## config.mk

```make
export PLATFORM = sky130hd
export DESIGN_NAME = sample_acquisition_az
export DESIGN_NICKNAME = d
export VERILOG_FILES = /design/src/rtl/sample_acquisition_az.sv
export SDC_FILE = /design/constraint.sdc
export NUM_CORES = 1
export LEC_CHECK = 0
export CORE_UTILIZATION = 40
export CTS_CLUSTER_SIZE = 20
export DETAILED_ROUTE_END_ITERATION = 7
export GPL_ROUTABILITY_DRIVEN = 0
export PLACE_DENSITY = 0.71
export RECOVER_POWER = 100
export SLEW_MARGIN = 5
export SYNTH_ARGS = -nofsm -noshare
export SYNTH_HDL_FRONTEND = slang
export SYNTH_SLANG_ARGS = --single-unit
```

## constraint.sdc

```tcl
create_clock -name clk -period 2.12 [get_ports clk]
set_clock_uncertainty 0.15 [all_clocks]
set_input_delay 0.424 -clock clk [delete_from_list [all_inputs] [get_ports clk]]
set_output_delay 0.424 -clock clk [all_outputs]
set_load 0.005 [all_outputs]
```

## src/rtl/sample_acquisition_az.sv

```systemverilog
// Auto-zero acquisition sequencer: alternates HI (signal) and LO (zero) measurements,
// driving the AZ mux, the precharge switch and the trigger/valid handshake with the ADC block.
module sample_acquisition_az (
  input  logic        clk,
  input  logic        reset,
  input  logic        adc_measure_valid,
  input  logic        arm_trigger,
  input  logic [23:0] p_clk_count_precharge,
  input  logic [23:0] p_clk_count_settle,
  input  logic [3:0]  p_azmux_hi,
  input  logic [3:0]  p_azmux_lo,
  output logic        adc_measure_trig,
  output logic [3:0]  azmux,
  output logic        sw_pc,
  output logic        last_hi,
  output logic [23:0] pair_count,
  output logic        led0,
  output logic [3:0]  monitor
);

  typedef enum logic [3:0] {
    HI_PC_LOAD,
    HI_PC_WAIT,
    HI_SIG_LOAD,
    HI_SIG_WAIT,
    HI_TRIG,
    HI_WAIT,
    LO_PC_LOAD,
    LO_PC_WAIT,
    LO_TRIG,
    LO_WAIT,
    PARK
  } state_t;

  state_t      r_state;
  state_t      w_state_nxt;
  logic [1:0]  r_arm_edge;
  logic [31:0] r_count;
  logic [31:0] w_count_nxt;
  logic        r_trig;
  logic        w_trig_nxt;
  logic [3:0]  r_azmux;
  logic [3:0]  w_azmux_nxt;
  logic        r_sw_pc;
  logic        w_sw_pc_nxt;
  logic        r_last_hi;
  logic        w_last_hi_nxt;
  logic [23:0] r_pair_count;
  logic [23:0] w_pair_count_nxt;
  logic        r_led0;
  logic        w_led0_nxt;
  logic        w_cnt_zero;
  logic        w_ack;

  assign w_cnt_zero = (r_count == 32'd0);
  // valid low only counts as an ack once trig is already presented, so a valid that
  // is still low on TRIG entry yields a single-cycle trig pulse
  assign w_ack      = r_trig && !adc_measure_valid;

  always_ff @(posedge clk) begin
    if (reset) begin
      r_state <= HI_PC_LOAD;
    end else begin
      r_state <= w_state_nxt;
    end
  end

  always_comb begin
    w_state_nxt      = r_state;
    w_count_nxt      = r_count - 32'd1;
    w_trig_nxt       = r_trig;
    w_azmux_nxt      = r_azmux;
    w_sw_pc_nxt      = r_sw_pc;
    w_last_hi_nxt    = r_last_hi;
    w_pair_count_nxt = r_pair_count;
    w_led0_nxt       = r_led0;
    case (r_state)
      HI_PC_LOAD: begin
        w_sw_pc_nxt = 1'b1;
        w_azmux_nxt = p_azmux_hi;
        w_count_nxt = {8'd0, p_clk_count_precharge};
        w_state_nxt = HI_PC_WAIT;
      end
      HI_PC_WAIT: begin
        if (w_cnt_zero) w_state_nxt = HI_SIG_LOAD;
      end
      HI_SIG_LOAD: begin
        w_sw_pc_nxt = 1'b0;
        w_count_nxt = {8'd0, p_clk_count_settle};
        w_state_nxt = HI_SIG_WAIT;
      end
      HI_SIG_WAIT: begin
        if (w_cnt_zero) w_state_nxt = HI_TRIG;
      end
      HI_TRIG: begin
        w_trig_nxt = 1'b1;
        if (w_ack) begin
          w_trig_nxt  = 1'b0;
          w_state_nxt = HI_WAIT;
        end
      end
      HI_WAIT: begin
        if (adc_measure_valid) begin
          w_last_hi_nxt = 1'b1;
          w_state_nxt   = LO_PC_LOAD;
        end
      end
      LO_PC_LOAD: begin
        w_sw_pc_nxt = 1'b1;
        w_azmux_nxt = p_azmux_lo;
        w_count_nxt = {8'd0, p_clk_count_precharge};
        w_state_nxt = LO_PC_WAIT;
      end
      LO_PC_WAIT: begin
        if (w_cnt_zero) w_state_nxt = LO_TRIG;
      end
      LO_TRIG: begin
        w_trig_nxt = 1'b1;
        if (w_ack) begin
          w_trig_nxt  = 1'b0;
          w_state_nxt = LO_WAIT;
        end
      end
      LO_WAIT: begin
        if (adc_measure_valid) begin
          w_last_hi_nxt    = 1'b0;
          w_pair_count_nxt = r_pair_count + 24'd1;
          w_led0_nxt       = ~r_led0;
          w_state_nxt      = HI_PC_LOAD;
        end
      end
      PARK: begin
        w_trig_nxt  = 1'b0;
        w_sw_pc_nxt = 1'b1;
      end
      default: begin
        w_state_nxt = HI_PC_LOAD;
      end
    endcase
    // arm edges win over the case transition; other outputs of the case still apply
    if (r_arm_edge == 2'b01) begin
      w_state_nxt = HI_PC_LOAD;
      w_trig_nxt  = 1'b0;
    end else if (r_arm_edge == 2'b10) begin
      w_state_nxt = PARK;
      w_trig_nxt  = 1'b0;
    end
  end

  always_ff @(posedge clk) begin
    if (reset) begin
      r_arm_edge   <= 2'b00;
      r_count      <= 32'd0;
      r_trig       <= 1'b0;
      r_azmux      <= 4'd0;
      r_sw_pc      <= 1'b1;
      r_last_hi    <= 1'b0;
      r_pair_count <= 24'd0;
      r_led0       <= 1'b0;
    end else begin
      r_arm_edge   <= {r_arm_edge[0], arm_trigger};
      r_count      <= w_count_nxt;
      r_trig       <= w_trig_nxt;
      r_azmux      <= w_azmux_nxt;
      r_sw_pc      <= w_sw_pc_nxt;
      r_last_hi    <= w_last_hi_nxt;
      r_pair_count <= w_pair_count_nxt;
      r_led0       <= w_led0_nxt;
    end
  end

  assign adc_measure_trig = r_trig;
  assign azmux            = r_azmux;
  assign sw_pc            = r_sw_pc;
  assign last_hi          = r_last_hi;
  assign pair_count       = r_pair_count;
  assign led0             = r_led0;
  assign monitor          = {r_last_hi, r_sw_pc, adc_measure_valid, r_trig};

endmodule

```

# ---- Word level (Yosys, flattened, before mapping)
# Cells that the tools add are included.
dict set report op_classes {
  add_sub_neg 2
  eq_ne 27
  muxes 17
  n_bitwise 2
  reduce_logical 17
}
# op count
set op_table {}
lappend op_table {{$pmux W32 S2} 1}
lappend op_table {{$pmux W4 S11} 1}
lappend op_table {{$logic_not A32 Y1} 1}
lappend op_table {{$mux W4} 8}
lappend op_table {{$sub A32 B1 Y32 const B} 1}
lappend op_table {{$add A24 B1 Y24 const B} 1}
lappend op_table {{$ne A3 B3 Y1 const B} 7}
lappend op_table {{$eq A4 B3 Y1 const B} 4}
lappend op_table {{$ne A2 B2 Y1 const B} 8}
lappend op_table {{$reduce_and A8 Y1} 2}
lappend op_table {{$eq A4 B4 Y1 const B} 3}
lappend op_table {{$eq A4 B2 Y1 const B} 2}
lappend op_table {{$pmux W4 S2} 1}
lappend op_table {{$reduce_bool A2 Y1} 4}
lappend op_table {{$pmux W1 S2} 3}
lappend op_table {{$reduce_or A2 Y1} 3}
lappend op_table {{$reduce_or A3 Y1} 2}
lappend op_table {{$eq A4 B1 Y1 const B} 1}
lappend op_table {{$logic_not A4 Y1} 1}
lappend op_table {{$mux W1} 3}
lappend op_table {{$reduce_and A3 Y1} 1}
lappend op_table {{$eq A2 B1 Y1 const B} 1}
lappend op_table {{$eq A2 B2 Y1 const B} 1}
lappend op_table {{$not A1 Y1} 2}
lappend op_table {{other kinds (3)} 3}
dict set report totals {
  output_inout_bits 36
  wordCells 75
  regBits 70
}

# ---- Depth between registers and ports, before layout
dict set report logic_depth {
  depth_word 5
  depth_mapped 8
  depth_no_buf 6
}

# ---- Worst setup path before layout
# OpenSTA, ideal clock, no wires.
dict set report synth_path {
  path_type {register to register}
  from {register r_count[10]}
  to {register r_count[29]}
  arrival_ns 2.090
  setup_slack_ns -0.190
  setup_ns 0.071
  synth_period_minus_slack_ns 2.310
  required_ns 1.899
  path_stages_with_launch 7
  cell_sequence {dfxtp_1 > or4_4 > nand2b_4 > buf_6 > or3_4 > or4_1 > a21oi_1}
}
dict set report synth_via {
  elab_chain_cells 2
}
# item line_no
set synth_lines {}
lappend synth_lines {{start: declaration} 38} ;# logic [31:0] r_count;
lappend synth_lines {{start signal: assignment} 162} ;# r_count <= w_count_nxt;
lappend synth_lines {{$sub A32 B1 Y32} 70} ;# w_count_nxt = r_count - 32'd1;
lappend synth_lines {{$pmux W32 S2} 77} ;# case (r_state)
# Every way passes these cells.
# A chain may end at the register's enable or synchronous reset.

# ---- Worst setup path in the final report
dict set report layout_path {
  from {register r_count[11]}
  to {register r_state[3]}
}
dict set report layout_via {
  elab_chain_cells 3
  elab_cells_between_ends 5
}
# item line_no
set layout_lines {}
lappend layout_lines {{$logic_not A32 Y1 (*)} 55} ;# assign w_cnt_zero = (r_count == 32'd0);
lappend layout_lines {{$ne A3 B3 Y1 (no line)} -}
lappend layout_lines {{$reduce_and A8 Y1 (no line) (*)} -}
lappend layout_lines {{end signal: assignment} 64} ;# r_state <= w_state_nxt;
lappend layout_lines {{end: declaration} 35} ;# state_t r_state;
# Mark *: on every way between the ends. The rest lies on a longest branch, timed or not.

==> qor_table.md <==
| Group | Result | Reported |
|---|---|---|
| grt | Maximum number of pins on one net before global-route repair | 36 |
| power | Fraction of power consumed by sequential logic | 46.0% |
| cells and area | Number of filler instances in the final layout | 758 |
| yosys | Main combinational cell family by area after synthesis | simple AND/OR/NAND/NOR gates |
| grt | Via count of the first global-routing pass | 3067 |
| die | Core Box Area | 8382 sq um |
| clock tree | CTS sink count | 70 |
| detailed routing | Wire per inst | 13.68 um |
| yosys | Mapped Avg Cell Area | 8.458 sq um |
| grt | Initial antenna violation count | 0 |
| clock tree | Maximum clock path buffer count | 2 |
| placed design | Placed wire-length estimate | 6.096 mm |
| timing | RSZ-0062 raised after global routing | true |
| yosys | Count of yosys warnings during synthesis | 0 |
| grt | Wire length of the first global-routing pass | 13.86 mm |
| yosys | Post-synth ARST share | 0% |
| power | Highest ir drop seen on vdd | 0.3155 mV |
| yosys | Basic-gate share of the synthesized area counting and, or, nand and nor cells | 25.68% |
| cells and area | Area of the multi-input gates | 2081 sq um |
| die | I/O pin total | 96 |
| critical path | Launching point of the worst reg2reg path | r_count[11]$_SDFF_PP0_ |
| critical path | Crit path DAT | 2250 ps |
| outcome | Run status | finished, final reports clean |
| timing | Share of the clock period used by the worst path after layout | 99.79% |
| die | Number of rows in the core area | 33 |
| placed design | Number of port buffers | 95 |
| worst hold path | Depth of the worst hold-timing path | 1 |
| clock tree | CTS H-tree lvls | 3 |
| critical path | Worst setup EP type | flip-flop |
| detailed routing | Total wire length | 8.687 mm |
| cells and area | Final non-filler cell total | 635 |
| clock tree | Root buffer selected by CTS | clkbuf_8 |
| critical path | Data required time of the worst path | 2250 ps |
| detailed routing | Total iterations of the first detailed-routing run | 4 |
| yosys | Multiplexer fraction of the synthesized cell area | 1.703% |
| grt | Overall track demand over capacity in global routing | 19.20% |
| grt | GRT Residual Overflow | 0 |
| clock tree | Clock input transition at the sequential cells of the worst setup and hold paths | 80 ps |
| timing | Final Hold Vio Count | 0 |
| detailed routing | Vias | 3362 |
| clock tree | Clock buffer count from CTS | 9 |
| timing | Worst path setup slack after routing | 4.505 ps |
| timing | Slew Limit Headroom | 53.06% |
| timing | Measured slew at the worst slew-check pin | 704.1 ps |
| cells and area | Diodes inserted | 0 |
| critical path | Critical Path Source Type | flip-flop |
| yosys | Register area share after synthesis | 39.73% |
| cells and area | Fraction of final layout cells with drive strength greater than 1 | 13.02% |
| detailed routing | Vias per Instance | 5.294 |
| worst hold path | Endpoint of the worst hold path | r_arm_edge[1]$_SDFF_PP0_ |
| timing | Slew Limit Fails | 0 |
| power | Static leakage | 1.887 nW |
| yosys | Share of the synthesized netlist area taken by xor and xnor gates | 13.16% |
| placed design | Worst setup slack before clock tree synthesis | -101.4 ps |
| die | Die ar. | 9198 sq um |
| power | Power per cell area | 635.4 nW/um^2 |
| power | Relative contribution of combinational cells to total power | 24.7% |
| run | Max-cap violations | 0 |
| detailed routing | Number of DRC markers after the initial detailed-route iteration | 88 |
| die | Starting density of the core | 42.08% |
| critical path | Slack of the worst reg-to-reg path | 5 ps |
| critical path | Critical path class | reg2reg |
| cells and area | Layout-stage area growth over the synthesis result | 42.25% |
| yosys | Main synth FF type | dfxtp_1 |
| cells and area | Leading cell type in the layout, fill and taps excluded | dfxtp_1 |
| critical path | Maximum fanout encountered on the critical timing path | 15 |
| worst hold path | Hold wc startpoint | r_arm_edge[0]$_SDFF_PP0_ |
| detailed routing | Final routed DRC violation total | 0 |
| detailed routing | Post-route antenna net violation count | 0 |
| timing | Final setup vio count | 0 |
| yosys | Number of enable flip-flop cells after synthesis | 0 |
| yosys | Total standard cell area after synthesis | 3527 sq um |
| timing | Hold slack | 348.4 ps |
| critical path | Cells on worst reg2reg path | 7 |
| timing | Final critical path time including I/O delays and setup | 2115 ps |
| cells and area | Commonest non-fill, non-tap cells in the layout | 67 x dfxtp_1, 60 x clkdlybuf4s50_1, 55 x nor2_1, 34 x dlygate4sd3_1, 29 x xnor2_1 |
| clock tree | Clock tree from TritonCTS | yes |
| power | Cell internal pwr | 2.245 mW |
| yosys | Share of synthesized cell area in full adder, half adder and majority cells | 1.064% |
| yosys | Number of unique standard cell types used by synthesis | 46 |
| yosys | Instance count of the mapped netlist | 417 |
| power | P_sw | 0.9430 mW |
| yosys | Number of storage elements in the synthesis netlist | 70 |
| timing | Highest attainable clock frequency | 472.7 MHz |
| yosys | Net Count, Synth | 480 |
| placed design | Post-Place Cells | 617 |
| cells and area | Reg area | 1405 sq um |
| power | Clock network fraction of design power | 29.3% |
| worst hold path | Type of the most critical hold path | reg2reg |
| cells and area | Fin nets | 590 |
| power | Net switching fraction of the power | 29.58% |
| die | Die extent in y | 95.91 um |
| critical path | Reg2reg end | r_state[3]$_SDFFE_PP0P_ |
| clock tree | CTS Hold Buffers Added | 0 |
| yosys | Share of the synthesized area in compound gates (AO/OA/AOI/OAI) | 14.08% |
| die | Chip width | 95.91 um |
| clock tree | Worst-Skew Late Latency | 340 ps |
-- metal layers --
metal | part of all wire [%] | up-vias | track usage, %
met2 | 49 | 74 | 31.73
met3 | 4.3 | 8 | 2.765
li1 | - | 1707 | -
met1 | 46 | 1573 | 25.08
met5 | 0 | - | 0
met4 | 0.98 | 0 | 7.836
-- Yosys cell counts (all sizes together), types with 9 or more instances --
| cell | instances | share of area (%) |
|---|---|---|
| a21oi | 16 | 2.3 |
| a22oi | 23 | 4.9 |
| clkbuf | 23 | 2.4 |
| dfxtp | 70 | 40 |
| nand2 | 23 | 2.4 |
| nand3 | 12 | 1.7 |
| nand4 | 16 | 2.8 |
| nor2 | 55 | 5.9 |
| nor3 | 14 | 2.0 |
| nor4 | 13 | 2.7 |
| o22ai | 15 | 2.7 |
| or3 | 9 | 1.7 |
| xnor2 | 29 | 7.2 |
| xor2 | 24 | 6.0 |
-- critical path, stage by stage, from the launching register on --
cell and delay [ps]:
dfxtp_2 330, or4_4 530, nand2b_4 160, buf_4 210, nor4_4 260, buf_4 170
or3_4 110, o211a_1 130
-- metrics by stage --
step	power (mW)	TNS (ps)	utilization [%]	cell area, sq um
2_1_floorplan	1.933	-189.1	-	3557
3_3_place_gp	2.217	-68.40	56.77	4758
3_5_place_dp	2.227	-302.1	56.77	4758
4_1_cts	3.165	0	58.84	4932
5_1_grt	3.352	-248.8	59.86	5017
6_report	3.188	0	59.86	5017
-- cell families (layout without fill, tap and decap cells) --
| kind of cell | after synthesis | after routing |
|---|---|---|
| XOR/XNOR | 53 | 53 |
| flip-flops | 70 | 70 |
| adder cells (fa/ha/maj) | 3 | 3 |
| multiplexers | 6 | 6 |
| AO/OA/AOI/OAI | 75 | 75 |
| AND/OR/NAND/NOR | 173 | 173 |
| buffers and inverters | 37 | 150 |
-- worst max-delay path by stage --
stage                                start                 endpoint  depth (start not counted)
floorplan           r_count[11]$_SDFF_PP0_   r_count[29]$_SDFF_PP0_                          6
global placement    r_count[24]$_SDFF_PP0_  r_state[2]$_SDFFE_PP0P_                          5
detailed placement  r_count[24]$_SDFF_PP0_  r_state[2]$_SDFFE_PP0P_                          5
CTS                 r_count[24]$_SDFF_PP0_  r_state[2]$_SDFFE_PP0P_                          5
global route        r_count[11]$_SDFF_PP0_  r_state[3]$_SDFFE_PP0P_                          7
finish              r_count[11]$_SDFF_PP0_  r_state[3]$_SDFFE_PP0P_                          7
-- sequential cells by signal (all words and copies together), names as in the netlist --
register / count
led0: 1
adc_measure_trig: 1
r_state: 4
azmux: 4
r_count: 32
last_hi: 1
sw_pc: 1
pair_count: 24
r_arm_edge: 2
-- repair_timing --
item                       in CTS  in global routing
pin swaps                       3                  5
buffers inserted                0                  4
gates resized for setup         3                 14
setup endpoints to repair       7                 11
-- area by class of cell --
cell class | count | share of cell area [%]
multi-input cells | 310 | 41.47
flip-flops and latches | 70 | 28.01
repair buffers | 129 | 24.14
clock buffers | 10 | 2.743
well taps | 105 | 2.618
inverters | 7 | 0.5237
clock inverters | 4 | 0.4988
-- power by group through the flow --
| stage | clock, mW | sequential, mW | combinational [mW] |
|---|---|---|---|
| 2_1_floorplan | 0 | 1.48 | 0.454 |
| 3_3_place_gp | 0 | 1.49 | 0.731 |
| 3_5_place_dp | 0 | 1.49 | 0.738 |
| 4_1_cts | 0.958 | 1.46 | 0.747 |
| 5_1_grt | 1.02 | 1.47 | 0.862 |
| 6_report | 0.935 | 1.47 | 0.787 |
Power figures use the tool's default switching activity.
